<file path="src/rtl/dco_cf_model_pkg.sv">
// Shared timing defaults and the period law for the coarse/fine DCO models.
`timescale 1ns/1ps
package dco_cf_model_pkg;

    localparam real DCO_T0_DEF = 8.0;
    localparam real C_STEP_DEF = 0.05;
    localparam real F_STEP_DEF = 0.002;
    localparam real T_MIN_DEF  = 0.5;

    localparam int unsigned SDM_FRW_DEF = 4;

    // Linear period law with a hard floor; reused by the TDC/DCO family.
    function automatic real dco_period(
        input int unsigned coarse,
        input int unsigned fine_eff,
        input real         t0,
        input real         c_step,
        input real         f_step,
        input real         t_min
    );
        real p;
        p = t0 - real'(coarse) * c_step - real'(fine_eff) * f_step;
        if (p < t_min) begin
            p = t_min;
        end
        return p;
    endfunction

endpackage

</file>
<file path="src/rtl/dco_cf_model_sdm.sv">
// First-order sigma-delta on the fractional fine code; carry is the dither bit for the next period.
`timescale 1ns/1ps
module dco_sdm
    import dco_cf_model_pkg::*;
#(
    parameter int unsigned FRW = SDM_FRW_DEF
) (
    input  logic           clk_i,
    input  logic           reset_,
    input  logic [FRW-1:0] frac_i,
    output logic           carry_c
);

    logic [FRW-1:0] acc_q;
    logic [FRW-1:0] acc_d;

    // Carry reflects the addition that the coming rising edge commits.
    always_comb begin
        carry_c = 1'b0;
        acc_d   = acc_q;
        {carry_c, acc_d} = {1'b0, acc_q} + {1'b0, frac_i};
    end

    always_ff @(posedge clk_i or posedge reset_) begin
        if (reset_) begin
            acc_q <= '0;
        end else begin
            acc_q <= acc_d;
        end
    end

endmodule

</file>
<file path="config.mk">
export PLATFORM = sky130hd
export DESIGN_NAME = dco_sdm
export DESIGN_NICKNAME = d
export VERILOG_FILES = /design/src/rtl/dco_cf_model_pkg.sv /design/src/rtl/dco_cf_model_sdm.sv
export SDC_FILE = /design/constraint.sdc
export NUM_CORES = 1
export LEC_CHECK = 0
export BUFFER_PORTS_ARGS = -buffer_cell sky130_fd_sc_hd__buf_2
export CORE_AREA = 8 8 45 47
export CTS_BUF_LIST = sky130_fd_sc_hd__clkbuf_8
export DETAILED_ROUTE_END_ITERATION = 16
export DIE_AREA = 0 0 53 55
export GPL_ROUTABILITY_DRIVEN = 0
export HOLD_SLACK_MARGIN = 0.15
export PLACE_DENSITY = 0.43
export RECOVER_POWER = 100
export SKIP_LAST_GASP = 1
export SYNTH_ARGS = -nofsm -noshare
export SYNTH_HDL_FRONTEND = slang
export SYNTH_SLANG_ARGS = --single-unit
</file>
<file path="constraint.sdc">
create_clock -name clk_i -period 4.24 [get_ports clk_i]
set_input_delay 1.06 -clock clk_i [delete_from_list [all_inputs] [get_ports clk_i]]
set_output_delay 1.06 -clock clk_i [all_outputs]
set_load 0.05 [all_outputs]
</file>
Word-level counts from Yosys, hierarchy flattened
Index checks and enable logic that the tools add are counted.

Register bits: 4. Logic and storage cells: 2.

$add $sub $neg: 1.

Operators with widths (number): adder 4 x 4 -> 5 bit (1).

Logic depth before layout (Yosys ltp)
Gate-level depths: netlist of the first run.

Word-level depth: 1. Depth in mapped cells: 6.

Least setup slack after synthesis of the first run
Ideal clock, no wire load.

Path kind: input port to output port. From: in frac_i[0]. To: out carry_c. Data arrival time: 2.184 ns. Data required time: 3.180 ns. Slack: 0.996 ns. Stages: 6. Cells stage by stage: ha_1 inv_1 fa_1 nor2b_1 o21ai_0 nand2b_1.

Longest elaborated chain between the ends: 1.

RTL lines: start, declared (RTL line dco_cf_model_sdm.sv:10) `input logic [FRW-1:0] frac_i,`; adder 4 x 4 -> 5 bit (RTL line dco_cf_model_sdm.sv:21) `{carry_c, acc_d} = {1'b0, acc_q} + {1'b0, frac_i};`; end, declared (RTL line dco_cf_model_sdm.sv:11) `output logic carry_c`.

No other way between the ends.

Worst setup path after layout of the first run
Same ends and word-level chain as after synthesis.

==> results of run 1 <==
cell families after synthesis:
group                      after synthesis  share of synthesized area
xor gates and xnor gates                 2                     0.0729
AOI/OAI and AO/OA                        3                     0.0885
and+or+nand+nor                          2                     0.0521
buffers and inverters                    5                     0.0781
DFF                                      4                      0.417
adders and majority gates                5                      0.292
layout make-up:
type	count	share of cell area
flip-flops and latches	4	0.307
repair buffers	6	0.0881
clock buffers	3	0.126
well taps	16	0.0613
inverters	5	0.0575
multi-input cells	12	0.360
placed cells by master (no fill, tap or decap):
cell and count:
clkbuf_1 1, ha_1 4, nand2b_1 1, clkbuf_8 3
fa_1 1, dfrtp_1 4, inv_1 5, a21o_1 1
xnor2_1 2, nor2b_1 1, o21ai_0 1, a21oi_1 1
buf_2 5
through the flow:
step	total power [mW]	util
floorplan	0.156	-
global placement	0.172	0.210
detailed placement	0.181	0.210
CTS	0.265	0.240
global route	0.278	0.236
finish	0.254	0.236
path summary, 6_finish.rpt:
check	to	slack (ns)	startpoint	cells after the start
worst max-delay path	carry_c	0.68	frac_i[0]	8
max in group asynchronous	acc_q[3]$_DFF_PP0_	3.36	reset_	2
worst min-delay path	acc_q[0]$_DFF_PP0_	0.46	acc_q[0]$_DFF_PP0_	1
worst min register to register	acc_q[0]$_DFF_PP0_	0.46	acc_q[0]$_DFF_PP0_	1
worst max register to register	acc_q[3]$_DFF_PP0_	3.03	acc_q[1]$_DFF_PP0_	4
min in group asynchronous	acc_q[2]$_DFF_PP0_	0.72	reset_	2
metal layers:
metal  routed length, µm  part of all wire  GRT usage
met3                  80              0.17     0.0374
met1                 199              0.42     0.0398
met4                   0                 0     0.0647
met2                 196              0.41     0.0586
met5                   0                 0          0
critical path, stage by stage:
cell and delay, ns:
buf_2 0.08, ha_1 0.16, inv_1 0.05, fa_1 0.41, nor2b_1 0.12, o21ai_0 0.09, nand2b_1 0.07, clkbuf_1 0.47
power groups by stage:
stage          sequential [mW]  clock, mW  combinational, mW
3_3_place_gp            0.0659          0              0.106
5_1_grt                 0.0705     0.0879              0.119
2_1_floorplan           0.0651          0             0.0912
6_report                0.0672     0.0816              0.105
3_5_place_dp            0.0681          0              0.113
4_1_cts                 0.0678     0.0837              0.114
==> impl_metrics.json, run 1 <==
{
  "coreArea_mm2": 0.00138,
  "wirelength_um": 477,
  "synth_top_area_share": 0.417,
  "vias": 164,
  "vias_per_cell": 3.57,
  "ys.flop_type": "dfrtp_1",
  "cp.required_ns": 3.18,
  "grt_overflow": 0,
  "cts_buffers": 3,
  "combPwrFrac": 0.413,
  "fillers": 164,
  "area_growth_pct": 35.9,
  "placed_cells": 43,
  "multiInputGateArea_um2": 118,
  "synthTopCellsByArea": "dfrtp_1 (42%), ha_1 (21%), fa_1 (8.3%), inv_1 (7.8%), xnor2_1 (7.3%)",
  "total_leakage_power_nw": 0.172,
  "drc": 0,
  "timing.final.ws_setup_ns": 0.677,
  "cts.reportedPaths.clkPinSlew_ns": 0.03,
  "drive_above_1_share": 0.267,
  "insertion_delay_ns": 0.22,
  "seqPwrFrac": 0.265,
  "tns_ns": 0,
  "ys_ff_latch": 4,
  "synth_edf_count": 0,
  "grt_pass1_wl_um": 890,
  "cts_buffer_depth": 2,
  "htreeDepth": 1,
  "p_int_mw": 0.164,
  "ys_async_sr_fraction": 1.00,
  "first_pass_iters": 1,
  "holdWs_ns": 0.464,
  "antennaDiodeCount": 0,
  "rows": 14,
  "largestRegisters": "acc_q: 4 flops",
  "cts.sinks": 4,
  "fmax_ghz": 0.281,
  "powerDensity_mw_per_mm2": 776,
  "grt_max_degree": 5,
  "status": "finished clean",
  "tightestPinTransition_ns": 0.599,
  "cp-end-kind": "primary output",
  "fin_cells": 46,
  "antenna_found_initial": 0,
  "worstSetupPathType": "in -> out",
  "ys_top_cells_by_count": "inv_1 (5), dfrtp_1 (4), ha_1 (4)",
  "final_antenna_net_count": 0,
  "cp_data_arrival_time_ns": 2.50,
  "slew_headroom": 0.603,
  "swShare": 0.353,
  "cts.repair.resized": 0,
  "net-switching-power_mw": 0.0894,
  "synth-seq-area-share": 0.417,
  "first_iter_violations": 0,
  "peakVddDrop_v": 0.000216,
  "cts_hold_buf": 0,
  "cts_setup_buffers": 0,
  "maxCapViolCount": 0,
  "dp_hpwl_um": 388,
  "grt_usage": 0.0466,
  "rsz0062_at_grt": "false",
  "fp.dieArea_mm2": 0.00292,
  "nets": 43,
  "io_buffer_count": 6,
  "drv_slew": 0,
  "yosys_warnings": 0,
  "largest_register": "acc_q",
  "pre_cts_slack_ns": 0.886,
  "ios": 7,
  "wl_per_cell_um": 10.4,
  "grt_pass1_vias": 213,
  "regArea_um2": 100,
  "die_h_um": 55,
  "yosysUniqueCellTypes": 10,
  "setup_viol": 0,
  "fin_crit_sh": 0.840,
  "layout_min_cycle_time_ns": 3.56,
  "cts_tree": "yes",
  "syn_area_um2": 240,
  "stdcell_area_um2": 327,
  "min_path_type": "reg -> reg",
  "clock_power_share": 0.322,
  "ctsRootBufferMaster": "clkbuf_8",
  "finClkSkew_ns": 0.00318,
  "start_util": 0.174,
  "die_width_um": 53,
  "finalHoldViolCount": 0,
  "worstSetupStartpointType": "primary input",
  "syn_nets": 32,
  "largest_register_ffs": 4,
  "path_max_fanout": 2,
  "syn_avg_cell_area_um2": 11.4,
  "synth.most_common_cell": "inv_1",
  "syn_inst": 21,
  "placed_area_um2": 290,
  "yosys.area.top_type": "dfrtp_1"
}
No activity file was read; power rests on OpenSTA's default activity.
==> inputs of run 2 (changes only) <==
clock period = 3.7 ns   (was 4.24 ns; I/O delays follow)
==> run 2 against run 1 <==
Against the previous run: clock-buffer cell count did not move; global-route usage fell by 0.49 points; critical path depth did not move; final area did not move; total power rose by 14%; largest cell class unchanged.
==> impl_metrics.json, run 2 (synthesis gave the netlist of run 1 again) <==
{
  "status": "finished clean",
  "wirelength_um": 452,
  "ctsRootBufferMaster": "clkbuf_8",
  "min_path_type": "reg -> reg",
  "cts.repair.resized": 0,
  "start_util": 0.174,
  "grt_pass1_wl_um": 765,
  "fin_util": 0.236,
  "cp-end-kind": "primary output",
  "grt_usage": 0.0417,
  "rows": 14,
  "powerDensity_mw_per_mm2": 882,
  "coreArea_mm2": 0.00138,
  "pre_cts_slack_ns": 0.601,
  "layout_min_cycle_time_ns": 3.30,
  "maxCapViolCount": 0,
  "min_path_cells": 1,
  "peakVddDrop_v": 0.000266,
  "placed_cells": 43,
  "first_pass_iters": 1,
  "fillers": 156,
  "area_growth_pct": 35.9,
  "insertion_delay_ns": 0.22,
  "slew_headroom": 0.605,
  "fin_cells": 46,
  "cts_setup_buffers": 0,
  "finClkSkew_ns": 0.00365,
  "cts_buffer_depth": 2,
  "cp.required_ns": 2.77,
  "drive_above_1_share": 0.267,
  "cts.reportedPaths.clkPinSlew_ns": 0.03,
  "antennaDiodeCount": 0,
  "htreeDepth": 1,
  "rsz0062_at_grt": "false",
  "cts.sinks": 4,
  "timing.final.ws_setup_ns": 0.399,
  "tightestPinTransition_ns": 0.595,
  "nets": 43,
  "total_leakage_power_nw": 0.172,
  "holdWs_ns": 0.462,
  "worstSetupStartpointType": "primary input",
  "tns_ns": 0,
  "final_antenna_net_count": 0,
  "most-common-layout-cells": "inv_1 (5), buf_2 (5), ha_1 (4), dfrtp_1 (4), clkbuf_8 (3)",
  "grt_max_degree": 5,
  "fmax_ghz": 0.303,
  "p_total_mw": 0.288,
  "fin_crit_sh": 0.892,
  "r2r_setup_slack_ns": 2.50,
  "cts_tree": "yes",
  "antenna_found_initial": 0,
  "grt_overflow": 0,
  "grt_pass1_vias": 200,
  "drc": 0,
  "cts_buffers": 3,
  "drv_slew": 0,
  "largestRegisters": "acc_q: 4 flops",
  "reg2regPathDepth": 4,
  "stdcell_area_um2": 327,
  "first_iter_violations": 0,
  "vias_per_cell": 3.72,
  "die_width_um": 53,
  "finalHoldViolCount": 0,
  "path_max_fanout": 2,
  "cts_hold_buf": 0,
  "placed_area_um2": 290,
  "largest_register_ffs": 4,
  "hp-start": "acc_q[0]$_DFF_PP0_",
  "cp_data_arrival_time_ns": 2.38,
  "vias": 171,
  "die_h_um": 55,
  "hold_end": "acc_q[0]$_DFF_PP0_",
  "fp.dieArea_mm2": 0.00292,
  "wl_per_cell_um": 9.83,
  "io_buffer_count": 6,
  "ios": 7,
  "largest_register": "acc_q",
  "setup_viol": 0,
  "worstSetupPathType": "in -> out",
  "timing.rr.start": "acc_q[0]$_DFF_PP0_",
  "r2r_end": "acc_q[2]$_DFF_PP0_"
}
==> run 2: power breakdown <==
part           switching [mW]  internal [mW]
Combinational          0.0701         0.0510
Sequential            0.00800         0.0682
Clock                  0.0215         0.0692
==> run 2: critical path: stages <==
cell and delay [ns]:
buf_2 0.08, ha_1 0.16, inv_1 0.06, fa_1 0.40, nor2b_1 0.13, o21ai_0 0.08, nand2b_1 0.07, clkbuf_1 0.46
==> run 2: final cells by class <==
type,count,area [µm²],share of cell area
multi-input combinational,12,118,0.360
sequential,4,100,0.307
clock buffer,3,41.3,0.126
timing repair buffer,6,28.8,0.0881
tap,16,20.0,0.0613
inverter,5,18.8,0.0575
==> run 2: layer usage <==
layer | track usage | wire, µm
met5 | 0 | 0
met3 | 0.0508 | 80
met2 | 0.0449 | 165
met1 | 0.0385 | 206
met4 | 0.0388 | 0
==> run 2: worst max path at each step <==
stage / from / slack, ns / cells after the start / end
floorplan: frac_i[0] / 0.73 / 6 / carry_c
global placement: frac_i[0] / 0.65 / 8 / carry_c
detailed placement: frac_i[0] / 0.60 / 8 / carry_c
CTS: frac_i[0] / 0.59 / 8 / carry_c
global route: frac_i[0] / 0.27 / 8 / carry_c
finish: frac_i[0] / 0.40 / 8 / carry_c
